## src/rtl/cpu_types_pkg.sv

```systemverilog
// Shared CPU types: register fields, hazard-sequencer states and the stage-control bundle.
package cpu_types_pkg;

    localparam int unsigned REG_W = 5;

    typedef logic [REG_W-1:0] regbits_t;

    typedef enum logic [1:0] {
        RUN     = 2'd0,
        MEMWAIT = 2'd1,
        DRAIN   = 2'd2,
        HALTED  = 2'd3
    } hazstate_t;

    // Enable/flush for the PC and the four pipeline registers; flush beats enable.
    typedef struct packed {
        logic pc_en;
        logic ifid_en;
        logic ifid_flush;
        logic idex_en;
        logic idex_flush;
        logic exmem_en;
        logic exmem_flush;
        logic memwb_en;
        logic memwb_flush;
    } stage_ctrl_t;

    localparam stage_ctrl_t CTRL_FREEZE = '0;

    localparam stage_ctrl_t CTRL_RESET = '{
        pc_en: 1'b0, ifid_en: 1'b0, ifid_flush: 1'b1, idex_en: 1'b0, idex_flush: 1'b1,
        exmem_en: 1'b0, exmem_flush: 1'b1, memwb_en: 1'b0, memwb_flush: 1'b1};

    localparam stage_ctrl_t CTRL_DRAIN = '{
        pc_en: 1'b0, ifid_en: 1'b0, ifid_flush: 1'b1, idex_en: 1'b0, idex_flush: 1'b1,
        exmem_en: 1'b0, exmem_flush: 1'b1, memwb_en: 1'b1, memwb_flush: 1'b0};

    localparam stage_ctrl_t CTRL_REDIRECT = '{
        pc_en: 1'b1, ifid_en: 1'b0, ifid_flush: 1'b1, idex_en: 1'b0, idex_flush: 1'b1,
        exmem_en: 1'b0, exmem_flush: 1'b1, memwb_en: 1'b1, memwb_flush: 1'b0};

    localparam stage_ctrl_t CTRL_LOAD_USE = '{
        pc_en: 1'b0, ifid_en: 1'b0, ifid_flush: 1'b0, idex_en: 1'b0, idex_flush: 1'b1,
        exmem_en: 1'b1, exmem_flush: 1'b0, memwb_en: 1'b1, memwb_flush: 1'b0};

    localparam stage_ctrl_t CTRL_IMISS = '{
        pc_en: 1'b0, ifid_en: 1'b0, ifid_flush: 1'b1, idex_en: 1'b1, idex_flush: 1'b0,
        exmem_en: 1'b1, exmem_flush: 1'b0, memwb_en: 1'b1, memwb_flush: 1'b0};

    localparam stage_ctrl_t CTRL_ADVANCE = '{
        pc_en: 1'b1, ifid_en: 1'b1, ifid_flush: 1'b0, idex_en: 1'b1, idex_flush: 1'b0,
        exmem_en: 1'b1, exmem_flush: 1'b0, memwb_en: 1'b1, memwb_flush: 1'b0};

endpackage

```

## src/rtl/pipeline_hazard_ctrl_load_use_detect.sv

```systemverilog
// Load-use comparator: IF/ID instruction reads the register a load in ID/EX is about to write.
module load_use_detect
    import cpu_types_pkg::*;
(
    input  logic     ex_memread,
    input  regbits_t ex_wrdest,
    input  regbits_t id_rs,
    input  regbits_t id_rt,
    input  logic     id_uses_rt,
    output logic     load_use_c
);

    // $zero is never a real dependency.
    assign load_use_c = ex_memread && (ex_wrdest != '0) &&
                        ((ex_wrdest == id_rs) || (id_uses_rt && (ex_wrdest == id_rt)));

endmodule

```

## src/rtl/pipeline_hazard_ctrl.sv

```systemverilog
// Pipeline hazard sequencer: per-stage enable/flush for load-use, redirect, memory waits and halt drain.
// Optional perf counters are built when PIPE_PERF_CNT_EN is defined.
module pipeline_hazard_ctrl
    import cpu_types_pkg::*;
#(
    parameter int unsigned CNT_W = 32
) (
    input  logic             CLK,
    input  logic             RST,
    input  logic             ihit,
    input  logic             dhit,
    input  regbits_t         id_rs,
    input  regbits_t         id_rt,
    input  logic             id_uses_rt,
    input  logic             ex_memread,
    input  regbits_t         ex_wrdest,
    input  logic             mem_dREN,
    input  logic             mem_dWEN,
    input  logic             mem_redirect,
    input  logic             mem_halt,
    input  logic             wb_halt,
    output logic             pc_en,
    output logic             ifid_en,
    output logic             ifid_flush,
    output logic             idex_en,
    output logic             idex_flush,
    output logic             exmem_en,
    output logic             exmem_flush,
    output logic             memwb_en,
    output logic             memwb_flush,
    output logic             halt,
    output logic [CNT_W-1:0] cyc_cnt,
    output logic [CNT_W-1:0] stall_cnt,
    output logic [CNT_W-1:0] flush_cnt
);

    hazstate_t   state, state_next;
    stage_ctrl_t ctrl_c, advance_c;
    logic        load_use_c;
    logic        dwait_c;
    logic        advancing_c;

    load_use_detect u_load_use (
        .ex_memread (ex_memread),
        .ex_wrdest  (ex_wrdest),
        .id_rs      (id_rs),
        .id_rt      (id_rt),
        .id_uses_rt (id_uses_rt),
        .load_use_c (load_use_c)
    );

    assign dwait_c = (mem_dREN || mem_dWEN) && !dhit;

    // Priorities 2..5 once the data side is not holding the pipe.
    always_comb begin
        advance_c = CTRL_ADVANCE;
        if (mem_redirect) begin
            advance_c = CTRL_REDIRECT;
        end else if (load_use_c) begin
            advance_c = CTRL_LOAD_USE;
        end else if (!ihit) begin
            advance_c = CTRL_IMISS;
        end
    end

    always_ff @(posedge CLK) begin
        if (RST) begin
            state <= RUN;
        end else begin
            state <= state_next;
        end
    end

    always_comb begin
        state_next  = state;
        ctrl_c      = CTRL_FREEZE;
        advancing_c = 1'b0;
        case (state)
            RUN: begin
                if (dwait_c) begin
                    state_next = MEMWAIT;
                end else begin
                    ctrl_c      = advance_c;
                    advancing_c = 1'b1;
                    if (mem_halt) begin
                        state_next = DRAIN;
                    end
                end
            end
            MEMWAIT: begin
                // A redirect held behind the access resolves on the dhit cycle.
                if (dhit) begin
                    ctrl_c      = advance_c;
                    advancing_c = 1'b1;
                    state_next  = mem_halt ? DRAIN : RUN;
                end
            end
            DRAIN: begin
                ctrl_c = CTRL_DRAIN;
                if (wb_halt) begin
                    state_next = HALTED;
                end
            end
            HALTED: begin
                ctrl_c = CTRL_FREEZE;
            end
            default: begin
                state_next = RUN;
            end
        endcase
        if (RST) begin
            ctrl_c      = CTRL_RESET;
            advancing_c = 1'b0;
            state_next  = RUN;
        end
    end

    assign pc_en       = ctrl_c.pc_en;
    assign ifid_en     = ctrl_c.ifid_en;
    assign ifid_flush  = ctrl_c.ifid_flush;
    assign idex_en     = ctrl_c.idex_en;
    assign idex_flush  = ctrl_c.idex_flush;
    assign exmem_en    = ctrl_c.exmem_en;
    assign exmem_flush = ctrl_c.exmem_flush;
    assign memwb_en    = ctrl_c.memwb_en;
    assign memwb_flush = ctrl_c.memwb_flush;
    assign halt        = (state == HALTED) && !RST;

`ifdef PIPE_PERF_CNT_EN
    localparam logic [CNT_W-1:0] CNT_MAX = '1;

    logic [CNT_W-1:0] cyc_q, stall_q, flush_q;
    logic             stall_c, redirect_c;

    assign stall_c    = ((state == RUN) || (state == MEMWAIT)) && !ctrl_c.pc_en;
    assign redirect_c = advancing_c && mem_redirect;

    // Saturating perf counters.
    always_ff @(posedge CLK) begin
        if (RST) begin
            cyc_q   <= '0;
            stall_q <= '0;
            flush_q <= '0;
        end else begin
            if ((state != HALTED) && (cyc_q != CNT_MAX)) begin
                cyc_q <= cyc_q + CNT_W'(1);
            end
            if (stall_c && (stall_q != CNT_MAX)) begin
                stall_q <= stall_q + CNT_W'(1);
            end
            if (redirect_c && (flush_q != CNT_MAX)) begin
                flush_q <= flush_q + CNT_W'(1);
            end
        end
    end

    assign cyc_cnt   = cyc_q;
    assign stall_cnt = stall_q;
    assign flush_cnt = flush_q;
`else
    assign cyc_cnt   = '0;
    assign stall_cnt = '0;
    assign flush_cnt = '0;
`endif

endmodule

```

## config.mk

```make
export PLATFORM = sky130hd
export DESIGN_NAME = pipeline_hazard_ctrl
export DESIGN_NICKNAME = d
export VERILOG_FILES = /design/src/rtl/cpu_types_pkg.sv /design/src/rtl/pipeline_hazard_ctrl_load_use_detect.sv /design/src/rtl/pipeline_hazard_ctrl.sv
export SDC_FILE = /design/constraint.sdc
export NUM_CORES = 1
export LEC_CHECK = 0
export BUFFER_PORTS_ARGS = -buffer_cell sky130_fd_sc_hd__buf_4
export CELL_PAD_IN_SITES_DETAIL_PLACEMENT = 0
export CELL_PAD_IN_SITES_GLOBAL_PLACEMENT = 2
export CORE_MARGIN = 10
export CORE_UTILIZATION = 17
export DETAILED_ROUTE_END_ITERATION = 16
export PLACE_DENSITY = 0.92
export SLEW_MARGIN = 20
export SYNTH_ARGS = -nofsm -noshare
export SYNTH_HDL_FRONTEND = slang
export SYNTH_SLANG_ARGS = --single-unit
```

## constraint.sdc

```tcl
create_clock -name CLK -period 4.5 [get_ports CLK]
set_input_delay 0.9 -clock CLK [delete_from_list [all_inputs] [get_ports CLK]]
set_output_delay 0.9 -clock CLK [all_outputs]
set_load 0.005 [all_outputs]
```

== After elaboration in Yosys (flattened, before gate mapping) ==
Index checks and enable logic that the tools add are counted.

* Register bits after elaboration: 2
* Output and inout bits: 106

* Equality and inequality tests: 8
* Multiplexer cells: 13
* Reduce and logical (&&, ||, !) cells: 13

{| class="wikitable"
|+ Operator list
! kind !! number
|-
| $mux 9 || 6
|-
| $pmux 9 s4 || 1
|-
| $eq 5x5->1 || 2
|-
| $mux 2 || 5
|-
| $pmux 2 s3 || 1
|-
| $logic_and 1x1->1 || 5
|-
| $reduce_bool 5->1 || 1
|-
| $eq 2x2->1 const B || 2
|-
| $ne 2x2->1 const B || 2
|-
| $reduce_and 4->1 || 1
|-
| $ne 3x3->1 const B || 1
|-
| $reduce_bool 3->1 || 1
|-
| $eq 2x1->1 const B || 1
|-
| $logic_not 1->1 || 2
|-
| $logic_not 2->1 || 1
|-
| $logic_or 1x1->1 || 2
|}

== Longest topological paths before layout ==
* Depth in word-level cells: 9
* Mapped depth: 6
* Mapped depth without buffers: 6

== Hierarchy ==
Synthesis repeated with hierarchy kept, for this count alone.

* Cell total of the unflattened synthesis: 157
* Area, all modules: 1,196.1 µm²

{| class="wikitable"
|+ By module, submodules not included
! module !! times used !! cells each !! area each (µm²)
|-
| pipeline_hazard_ctrl || 1 || 140 || 1,063.5
|-
| load_use_detect || 1 || 17 || 132.6
|}

== Least setup slack after synthesis ==
Ideal clock, no wire load.

* Path type: input to output
* Start: input port ex_wrdest[1]
* End: output port idex_flush
* Data arrival time: 1.831 ns
* Required time: 3.600 ns
* Setup slack: 1.769 ns
* Cell stages on the path: 3
* Buffers on the path: 0
* Path through: or4_1 > o21a_1 > a31o_2

* Longest elaborated chain between the ends: 9

{| class="wikitable"
|+ RTL lines
! element !! line !! source
|-
| start, declared || pipeline_hazard_ctrl.sv:16 || <nowiki>input regbits_t ex_wrdest,</nowiki>
|-
| $eq 5x5->1 || pipeline_hazard_ctrl_load_use_detect.sv:15 || <nowiki>((ex_wrdest == id_rs) || (id_uses_rt && (ex_wrdest == id_rt)));</nowiki>
|-
| $logic_and 1x1->1 || pipeline_hazard_ctrl_load_use_detect.sv:15 ||
|-
| $logic_or 1x1->1 || pipeline_hazard_ctrl_load_use_detect.sv:15 ||
|-
| $logic_and 1x1->1 * || pipeline_hazard_ctrl_load_use_detect.sv:14 || <nowiki>assign load_use_c = ex_memread && (ex_wrdest != '0) &&</nowiki>
|-
| $mux 9 * || pipeline_hazard_ctrl.sv:59 || <nowiki>end else if (load_use_c) begin</nowiki>
|-
| $mux 9 * || pipeline_hazard_ctrl.sv:57 || <nowiki>if (mem_redirect) begin</nowiki>
|-
| $mux 9, on equally long branches || pipeline_hazard_ctrl.sv:92, pipeline_hazard_ctrl.sv:80 ||
|-
| $pmux 9 s4 * || pipeline_hazard_ctrl.sv:78 || <nowiki>case (state)</nowiki>
|-
| $mux 9 * || pipeline_hazard_ctrl.sv:111 || <nowiki>if (RST) begin</nowiki>
|-
| end, declared || pipeline_hazard_ctrl.sv:26 || <nowiki>output logic idex_flush,</nowiki>
|}

Mark *: on every way between the ends. The rest lies on a longest branch, timed or not.

== Worst setup path in the final report ==
Same ends and word-level chain as after synthesis.

==> run metrics <==
status=completed; Avg Vias per Cell=2.864; worst path arrival time=2.12 ns; Hold Vio Cnt, Final=0; grt ovf=0; # DRC=0; Max H-tree Level=1; DIE WIDTH=104.0 µm; register area share after synthesis=3.337%; Leakage=0.6796 nW; Final Critical Period=3.021 ns; num rows=30; Total GRT Usage=5.215%; Crit. End Element=output port; Met2 Routed Length=roughly 1500 µm; M1 WL=1348 µm; worst reg2reg path endpoint=state[1]$_SDFFE_PP0P_; Post-CTS Resized=0; Post-CTS Setup Repair Bufs=0; die area=10820 µm²; Fmax=331.0 MHz; synth unique cells=36; Synth-to-Final Area Change=4.379%; GP Congestion=0.7769; setup TNS=0 ns; XOR/XNOR Fraction of Synth Area=roughly 7.3%; most common cell after layout, fill and taps aside=conb_1; # clock sinks=2; synthesized area=1200 µm²; Final setup viols=0; # hold bufs at CTS=0; placed insts=around 290; Clk pin slew, worst setup/hold paths=0.03 ns; setup slack, reg-to-reg=2.85 ns; Root Driver=clkbuf_8; multi-input logic area=769.5 µm²; post-synthesis simple-gate area fraction=9.385%; Setup Crit Path Kind=primary input to output port; Slew @ Worst Pin=0.5311 ns; Nets=231; period utilization=67.14%; CP Capture Point=idex_flush; metal3 WL=388 µm; Power, Total=322.6 µW; initial antenna violation count=0; Skew-Pair Late Insertion Delay=about 0.21 ns; Synth Area per Inst=7.361 µm²; total number of vias=roughly 850; startpoint types=primary input; Largest regs=state (2); Ys Warns=0; CTS max path bufs=2; max-slew violation count=0; Port-buffer cells=35; total of max-cap violations=0; post-route ant nets=0; routed length per instance=10.99 µm; commonest cells after routing, fill and taps aside=conb_1 (96), buf_4 (35), xnor2_1 (10); VDD IR-drop max=0.07778 mV; dominant combinational cell family by area after synthesis=buffers and inverters; worst slack at placement=1.470 ns; r2r startpoint=state[0]$_SDFFE_PP0P_; Yosys reg bits=2; Clock Skews=~0.0016 ns; CP Max Fanout=3; Most flops, register=state; Layout Cells excl Fill=295; io pins=132; post-synthesis adder-cell area fraction=4.171%; cell area power density=257.5 nW/µm²; vias in the first global route=954; Critical Path RT=3.60 ns; dpl hpwl=3020 µm; total wire length=3241 µm; R2R cell count=5; HP Class=flop to flop; Largest register FFs=2; first-pass GRT wire length=4761 µm; Initial Util=17.56%; max_slew headroom=64.27%; cts bufs inserted=3; Core ar.=approximately 6800 µm²; drt first-iter violations=66; Synth Area in Compound Gates=13.24%; Mapped Cells=between 150 and 200; CTS tree=yes; top sig layer=met3; Setup WS post-layout=1.479 ns; layout cells sized above 1=21.61%; floorplan die height=~100 µm; unrepaired setup endpoints after global routing=no; Fill cells=between 800 and 900; post-synthesis mux area share=0%; drt pass-1 iters=4; # diodes=0; Reg area=about 40 µm²; hold slack=0.5509 ns; largest net degree at the start of global routing=7; Critical Path Start=ex_wrdest[1]
layout make-up:
cell class | count | area share (%)
multi-input combinational | 154 | 61.44
timing repair buffer | 35 | 20.98
tap | 96 | 9.590
clock buffer | 3 | 3.297
sequential | 2 | 3.197
inverter | 5 | 1.499
worst max-delay path, stage by stage:
cell,delay [ns]
buf_4,0.12
or4_1,0.54
o21a_1,0.21
a31o_2,0.21
buf_4,0.13
Yosys cell counts, drive strengths merged:
master | count | area (µm²)
buf | 97 | 728.2
xnor2 | 10 | 87.58
a21oi | 7 | 38.79
nand2 | 6 | 22.52
inv | 5 | 18.76
ha | 4 | 50.05
o21ai | 4 | 20.01
nand2b | 3 | 18.77
dfxtp | 2 | 40.04
nor2 | 2 | 7.510
a211oi | 1 | 7.510
a21boi | 1 | 7.510
a21o | 1 | 7.510
a221o | 1 | 10.01
a31o | 1 | 8.760
and2 | 1 | 6.260
and2b | 1 | 7.510
conb | 1 | 3.750
nand3 | 1 | 5.000
nand4 | 1 | 6.260
nor2b | 1 | 6.260
nor3 | 1 | 5.000
nor3b | 1 | 7.510
nor4 | 1 | 6.260
o211ai | 1 | 7.510
o21a | 1 | 7.510
o21ba | 1 | 10.01
o21bai | 1 | 7.510
o22ai | 1 | 6.260
o2bb2ai | 1 | 8.760
o311a | 1 | 11.26
or3 | 1 | 6.260
or4 | 1 | 7.510
power by group:
part / switching, mW / total (mW) / internal (mW)
clock network: 0.0128 / 0.0693 / 0.0564
registers: 0.00676 / 0.0325 / 0.0258
logic: 0.117 / 0.221 / 0.104
total: 0.137 / 0.323 / 0.186
logic make-up (layout without fill, tap and decap cells):
family / count (synthesis) / in the layout
DFF: 2 / 2
buffers and inverters: 102 / 43
other: 1 / 96
and+or+nand+nor: 21 / 21
xor gates and xnor gates: 10 / 10
adders and majority gates: 4 / 4
AOI/OAI and AO/OA: 23 / 23
per-layer routing:
layer	up-vias	GRT usage, %
li1	408	-
met2	73	8.423
met5	-	0
met4	0	1.193
met3	0	2.788
met1	364	5.903
metrics by stage:
step           util, %  cell area [µm²]
4_1_cts          18.33             1252
3_3_place_gp     17.73             1211
2_1_floorplan        -             1556
6_report         18.33             1252
5_1_grt          18.33             1252
3_5_place_dp     17.73             1211
worst min-delay path by stage:
stage / start / cells after the start / slack [ns] / end
detailed placement: state[1]$_SDFFE_PP0P_ / 2 / 0.54 / state[1]$_SDFFE_PP0P_
finish: state[1]$_SDFFE_PP0P_ / 2 / 0.55 / state[1]$_SDFFE_PP0P_
CTS: state[1]$_SDFFE_PP0P_ / 2 / 0.55 / state[1]$_SDFFE_PP0P_
global placement: state[1]$_SDFFE_PP0P_ / 2 / 0.53 / state[1]$_SDFFE_PP0P_
global route: state[1]$_SDFFE_PP0P_ / 2 / 0.61 / state[1]$_SDFFE_PP0P_
floorplan: state[1]$_SDFFE_PP0P_ / 2 / 0.50 / state[1]$_SDFFE_PP0P_
Note: power is estimated with default switching activity, not from simulation.
